[config.mk]
export PLATFORM = sky130hd
export DESIGN_NAME = imm_gen_stage
export DESIGN_NICKNAME = d
export VERILOG_FILES = /design/src/rtl/imm_gen_pkg.sv /design/src/rtl/imm_gen_stage_decode.sv /design/src/rtl/imm_gen_stage.sv
export SDC_FILE = /design/constraint.sdc
export NUM_CORES = 1
export LEC_CHECK = 0
export ABC_AREA = 1
export ABC_CLOCK_PERIOD_IN_PS = 4800
export BUFFER_PORTS_ARGS = -buffer_cell sky130_fd_sc_hd__buf_2
export CAP_MARGIN = 20
export CORE_MARGIN = 2
export CORE_UTILIZATION = 59
export CTS_CLUSTER_DIAMETER = 40
export DETAILED_ROUTE_END_ITERATION = 10
export PLACE_DENSITY = 0.85
export SETUP_SLACK_MARGIN = 0.2
export SKIP_CTS_REPAIR_TIMING = 1
export SLEW_MARGIN = 20
export SYNTH_ARGS = -nofsm -noshare
export SYNTH_HDL_FRONTEND = slang
export SYNTH_SLANG_ARGS = --single-unit
export TNS_END_PERCENT = 30
[constraint.sdc]
create_clock -name clk -period 4.8 [get_ports clk]
set_clock_uncertainty 0.1 [all_clocks]
set_input_delay 0.96 -clock clk [delete_from_list [all_inputs] [get_ports clk]]
set_output_delay 0.96 -clock clk [all_outputs]
set_load 0.02 [all_outputs]
[src/rtl/imm_gen_pkg.sv]
// imm_gen_pkg: opcodes, format codes and widths shared by the immediate generator.
package imm_gen_pkg;

    localparam logic [6:0] OP_R      = 7'b0110011;
    localparam logic [6:0] OP_IMM    = 7'b0010011;
    localparam logic [6:0] OP_LOAD   = 7'b0000011;
    localparam logic [6:0] OP_JALR   = 7'b1100111;
    localparam logic [6:0] OP_SYSTEM = 7'b1110011;
    localparam logic [6:0] OP_STORE  = 7'b0100011;
    localparam logic [6:0] OP_BRANCH = 7'b1100011;
    localparam logic [6:0] OP_LUI    = 7'b0110111;
    localparam logic [6:0] OP_AUIPC  = 7'b0010111;
    localparam logic [6:0] OP_JAL    = 7'b1101111;

    localparam int FMT_W = 3;

    typedef enum logic [FMT_W-1:0] {
        FMT_R    = 3'd0,
        FMT_I    = 3'd1,
        FMT_S    = 3'd2,
        FMT_B    = 3'd3,
        FMT_U    = 3'd4,
        FMT_J    = 3'd5,
        FMT_NONE = 3'd7
    } fmt_e;

endpackage

[src/rtl/imm_gen_stage_decode.sv]
// imm_decode: combinational map from a 32-bit instruction to {imm, fmt, illegal}.
//   i_instr   raw instruction
//   o_imm     immediate sign-extended from bit 31 to XLEN
//   o_fmt     instruction format code
//   o_illegal opcode not recognised
module imm_decode
    import imm_gen_pkg::*;
#(
    parameter int XLEN = 32
) (
    input  logic [31:0]     i_instr,
    output logic [XLEN-1:0] o_imm,
    output fmt_e            o_fmt,
    output logic            o_illegal
);

    logic [31:0] w_imm;

    always_comb begin
        w_imm     = '0;
        o_fmt     = FMT_NONE;
        o_illegal = 1'b0;
        case (i_instr[6:0])
            OP_R: o_fmt = FMT_R;
            OP_IMM, OP_LOAD, OP_JALR, OP_SYSTEM: begin
                o_fmt = FMT_I;
                w_imm = {{20{i_instr[31]}}, i_instr[31:20]};
            end
            OP_STORE: begin
                o_fmt = FMT_S;
                w_imm = {{20{i_instr[31]}}, i_instr[31:25], i_instr[11:7]};
            end
            OP_BRANCH: begin
                o_fmt = FMT_B;
                w_imm = {{19{i_instr[31]}}, i_instr[31], i_instr[7], i_instr[30:25], i_instr[11:8], 1'b0};
            end
            OP_LUI, OP_AUIPC: begin
                o_fmt = FMT_U;
                w_imm = {i_instr[31:12], 12'h000};
            end
            OP_JAL: begin
                o_fmt = FMT_J;
                w_imm = {{11{i_instr[31]}}, i_instr[31], i_instr[19:12], i_instr[20], i_instr[30:21], 1'b0};
            end
            default: o_illegal = 1'b1;
        endcase
    end

    // Every format's 32-bit immediate already has bit 31 as its sign, so a
    // signed resize covers the XLEN=64 extension.
    assign o_imm = XLEN'($signed(w_imm));

endmodule

[src/rtl/imm_gen_stage.sv]
// imm_gen_stage: decodes instruction immediates and queues them in a small FIFO.
//   clk, rst                 clock, async active-high reset
//   flush                    drop all queued entries (wins over push/pop)
//   in_valid/in_ready/in_instr   instruction input handshake
//   out_valid/out_ready      head entry handshake
//   out_imm/out_fmt/out_illegal  head entry fields (0/NONE/0 when empty)
//   illegal_cnt              saturating count of accepted illegal instructions
module imm_gen_stage
    import imm_gen_pkg::*;
#(
    parameter int XLEN  = 32,
    parameter int DEPTH = 2,
    parameter int CNT_W = 16
) (
    input  logic             clk,
    input  logic             rst,
    input  logic             flush,
    input  logic             in_valid,
    output logic             in_ready,
    input  logic [31:0]      in_instr,
    output logic             out_valid,
    input  logic             out_ready,
    output logic [XLEN-1:0]  out_imm,
    output logic [FMT_W-1:0] out_fmt,
    output logic             out_illegal,
    output logic [CNT_W-1:0] illegal_cnt
);

    localparam int AW = $clog2(DEPTH);

    logic [XLEN-1:0]  r_imm [DEPTH];
    fmt_e             r_fmt [DEPTH];
    logic [DEPTH-1:0] r_ill;
    logic [AW-1:0]    r_wr;
    logic [AW-1:0]    r_rd;
    logic [AW:0]      r_cnt;
    logic [CNT_W-1:0] r_ill_cnt;

    logic [XLEN-1:0]  w_imm;
    fmt_e             w_fmt;
    logic             w_ill;
    logic             w_push;
    logic             w_pop;

    imm_decode #(.XLEN(XLEN)) u_dec (
        .i_instr   (in_instr),
        .o_imm     (w_imm),
        .o_fmt     (w_fmt),
        .o_illegal (w_ill)
    );

    assign in_ready  = r_cnt != (AW+1)'(DEPTH);
    assign out_valid = r_cnt != '0;
    assign w_push    = in_valid && in_ready && !flush;
    assign w_pop     = out_valid && out_ready && !flush;

    always_ff @(posedge clk or posedge rst) begin
        if (rst) begin
            r_wr      <= '0;
            r_rd      <= '0;
            r_cnt     <= '0;
            r_ill_cnt <= '0;
        end else begin
            if (flush) begin
                r_wr  <= '0;
                r_rd  <= '0;
                r_cnt <= '0;
            end else begin
                if (w_push) r_wr <= r_wr + 1'b1;
                if (w_pop) r_rd <= r_rd + 1'b1;
                r_cnt <= r_cnt + (AW+1)'(w_push) - (AW+1)'(w_pop);
            end
            if (w_push && w_ill && r_ill_cnt != '1) r_ill_cnt <= r_ill_cnt + 1'b1;
        end
    end

    // Payload needs no reset: it is only observed through out_valid.
    always_ff @(posedge clk) begin
        if (w_push) begin
            r_imm[r_wr] <= w_imm;
            r_fmt[r_wr] <= w_fmt;
            r_ill[r_wr] <= w_ill;
        end
    end

    assign out_imm     = out_valid ? r_imm[r_rd] : '0;
    assign out_fmt     = out_valid ? r_fmt[r_rd] : FMT_NONE;
    assign out_illegal = out_valid && r_ill[r_rd];
    assign illegal_cnt = r_ill_cnt;

endmodule

==> impl_metrics.env <==
export IMPL_synth_top_cells_by_count="nand2_1 (161), edfxtp_1 (72), a21oi_1 (42)"
export IMPL_slowest_delay_ps=520
export IMPL_die_w_um=90.2
export IMPL_period_needed_ps=3170
export IMPL_die_area_um2=8140
export IMPL_m1WireLength_mm=4.33
export IMPL_drcViolationCount=0
export IMPL_wl_met2_mm=4.95
export IMPL_drive_gt1_share_pct=22.6
export IMPL_rsz0062_at_grt="no"
export IMPL_grt_overflow=0
export IMPL_p_sw_uw=670
export IMPL_synthesis_area_um2=4380
export IMPL_place_gp_congestion=0.885
export IMPL_yosysTopAreaCellShare_pct=49.3
export IMPL_met3_length_um=628
export IMPL_ant_nets=0
export IMPL_end_kind="output pin"
export IMPL_path_cells="buf_4 > inv_2 > nand2_1 > a21oi_1 > buf_2"
export IMPL_min_from="illegal_cnt[13]"
export IMPL_num_nets_final=593
export IMPL_cts_inserted_buffers=9
export IMPL_cp_num_buf_inv=3
export IMPL_root_buffer="clkbuf_8"
export IMPL_fin_total_pwr_mw=1.92
export IMPL_worst_pin_slew_ps=1050
export IMPL_syn_nets=506
export IMPL_hold_viol=0
export IMPL_core_um2=7210
export IMPL_critPathLaunchType="flip-flop"
export IMPL_finalSetupViolCount=0
export IMPL_synth_cell_types=28
export IMPL_antenna_found_initial=0
export IMPL_first_pass_iters=5
export IMPL_cts_path_max_buffers=2
export IMPL_synth_largest_area_cell="edfxtp_1"
export IMPL_tns_ps=0
export IMPL_r2r_start="r_cnt[1]"
export IMPL_reg2reg_setup_slack_ps=2300
export IMPL_worstSetupPathType="reg -> out"
export IMPL_synth_area_top_cells="edfxtp_1 (49%), nand2_1 (14%), dfrtp_1 (11%), a21oi_1 (4.8%), inv_1 (3.4%)"
export IMPL_status="completed"
export IMPL_grt_pass1_vias=3586
export IMPL_hpwl_mm=6.72
export IMPL_grt_max_degree=39
export IMPL_ios=91
export IMPL_maxSlewViolCount=0
export IMPL_drtIter0Drc=300
export IMPL_crit_start="r_rd"
export IMPL_clk_pin_slew_ps=100
export IMPL_ctsHtreeMaxLevel=3
export IMPL_worstPathArrival_ps=2110
export IMPL_dpl_cell_area_um2=4920
export IMPL_synthesis_instances=466
export IMPL_period_share_pct=66.1
export IMPL_pwr_share_clk_pct=26.4
export IMPL_start_util_pct=60.8
export IMPL_peakVddDrop_mv=0.252
export IMPL_crit_required_ps=3740
export IMPL_synth_async_reset_ratio_pct=21.7
export IMPL_yosysWarningCount=0
export IMPL_grt_pass1_wl_mm=16.5
export IMPL_leakagePower_nw=2.36
export IMPL_power_frac_comb_pct=23.9
export IMPL_p_seq_share_pct=49.6
export IMPL_syn2layout_area_growth_pct=16.6
export IMPL_internal_power_mw=1.25
export IMPL_synth_edff_count=72
export IMPL_routed_top_layer="met4"
export IMPL_die_h_um=90.2
export IMPL_yosysSeqAreaShare_pct=60.7
export IMPL_viasPerCell=5.59
export IMPL_wirelength_mm=10.2
export IMPL_cts_tree="done"
export IMPL_max_freq_mhz=315
export IMPL_numClockSinks=92
export IMPL_synth_top_flop_cell="edfxtp_1"
export IMPL_path_max_fanout=38
export IMPL_wl_per_cell_um=15.5
export IMPL_n_antenna_cell=0
export IMPL_cap_violations=0
export IMPL_stdcell_area_um2=5110
export IMPL_switching_share_pct=35.0
export IMPL_vias=3670
export IMPL_avgSynthCellArea_um2=9.41
export IMPL_gr_usage_all_layers_pct=25.8
export IMPL_ys_seq_elements=92
export IMPL_hold_path_class="reg -> reg"
export IMPL_clkLatencyLatePin_ps=370
export IMPL_path_delay_family="buffers and inverters"
export IMPL_fillers=545
export IMPL_num_rows=31
export IMPL_powerDensity_nw_per_um2=375
export IMPL_port_buffers=90
export IMPL_post_synth_top_count_cell="nand2_1"
export IMPL_slowest_stage="inv_2"
export IMPL_maxSlewHeadroom_pct=29.7
-- layout by cell type (no fill, tap or decap), types with 2 or more instances in the layout --
cell type	n
nor2_4	2
buf_2	90
inv_2	2
inv_6	2
inv_1	39
nand2_2	3
nand4_1	7
ha_1	3
nor2_2	4
clkinv_4	2
a21oi_1	42
edfxtp_1	72
nand2_4	2
clkbuf_8	9
nor3_1	3
dfrtp_1	20
nor2_1	22
xnor2_1	7
buf_4	2
xor2_1	7
nand3_1	29
nand2_1	161
o21ai_0	18
-- logic make-up after synthesis --
| logic type | count (synthesis) | share of synthesized area [%] |
|---|---|---|
| adders and majority gates | 3 | 0.856 |
| AOI/OAI and AO/OA | 63 | 7.33 |
| and+or+nand+nor | 237 | 23.1 |
| DFF | 92 | 60.7 |
| xor gates and xnor gates | 14 | 2.80 |
| buffers and inverters | 57 | 5.14 |
-- registers in the layout, summed over array words and instances (netlist names) --
| register | cells |
|---|---|
| illegal_cnt | 16 |
| r_cnt | 2 |
| r_ill | 2 |
| r_rd | 1 |
| r_fmt | 6 |
| r_wr | 1 |
| r_imm | 64 |
-- per-layer routing --
layer | up-vias | GRT usage (%)
met1 | 1747 | 34.1
li1 | 1721 | -
met4 | 0 | 12.3
met3 | 34 | 4.69
met2 | 168 | 41.7
met5 | - | 0
-- final timing paths --
path                            cells past startpoint               to
worst max-delay path                                5      out_imm[11]
worst min-delay path                                2  illegal_cnt[13]
worst max register to register                      5     r_imm[0][20]
worst min register to register                      2  illegal_cnt[13]
max in group asynchronous                           2   illegal_cnt[1]
min in group asynchronous                           2         r_cnt[1]
-- stage by stage --
stage	hold WS, ps	utilization [%]	setup WS (ps)	cells
final	457	70.8	1630	657
after global routing	477	70.8	1490	657
after CTS	452	70.8	1220	657
after detailed placement	424	68.2	1620	641
after global placement	421	68.2	1730	641
after floorplan	382	-	1310	466
-- power groups by stage --
stage | Clock [mW] | Combinational [mW] | Sequential [mW]
floorplan | 0 | 0.284 | 0.981
global placement | 0 | 0.443 | 0.966
detailed placement | 0 | 0.458 | 0.968
CTS | 0.503 | 0.460 | 0.951
global route | 0.533 | 0.501 | 0.959
finish | 0.506 | 0.459 | 0.951
-- worst register-to-register path, cell delays in order, from the launching register on --
cell	delay (ps)
dfrtp_1	420
nand2_1	90
nand2_1	130
nor2_1	340
inv_1	190
nor2_4	830
-- final cells by class --
type,count,area [um^2],area share (%)
well taps,99,124,2.42
multi-input cells,317,1510,29.6
flip-flops and latches,92,2660,52.1
inverters,41,154,3.01
clock buffers,9,124,2.42
repair buffers,92,465,9.11
clock inverters,7,67.6,1.32
Note: power is estimated with default switching activity, not from simulation.
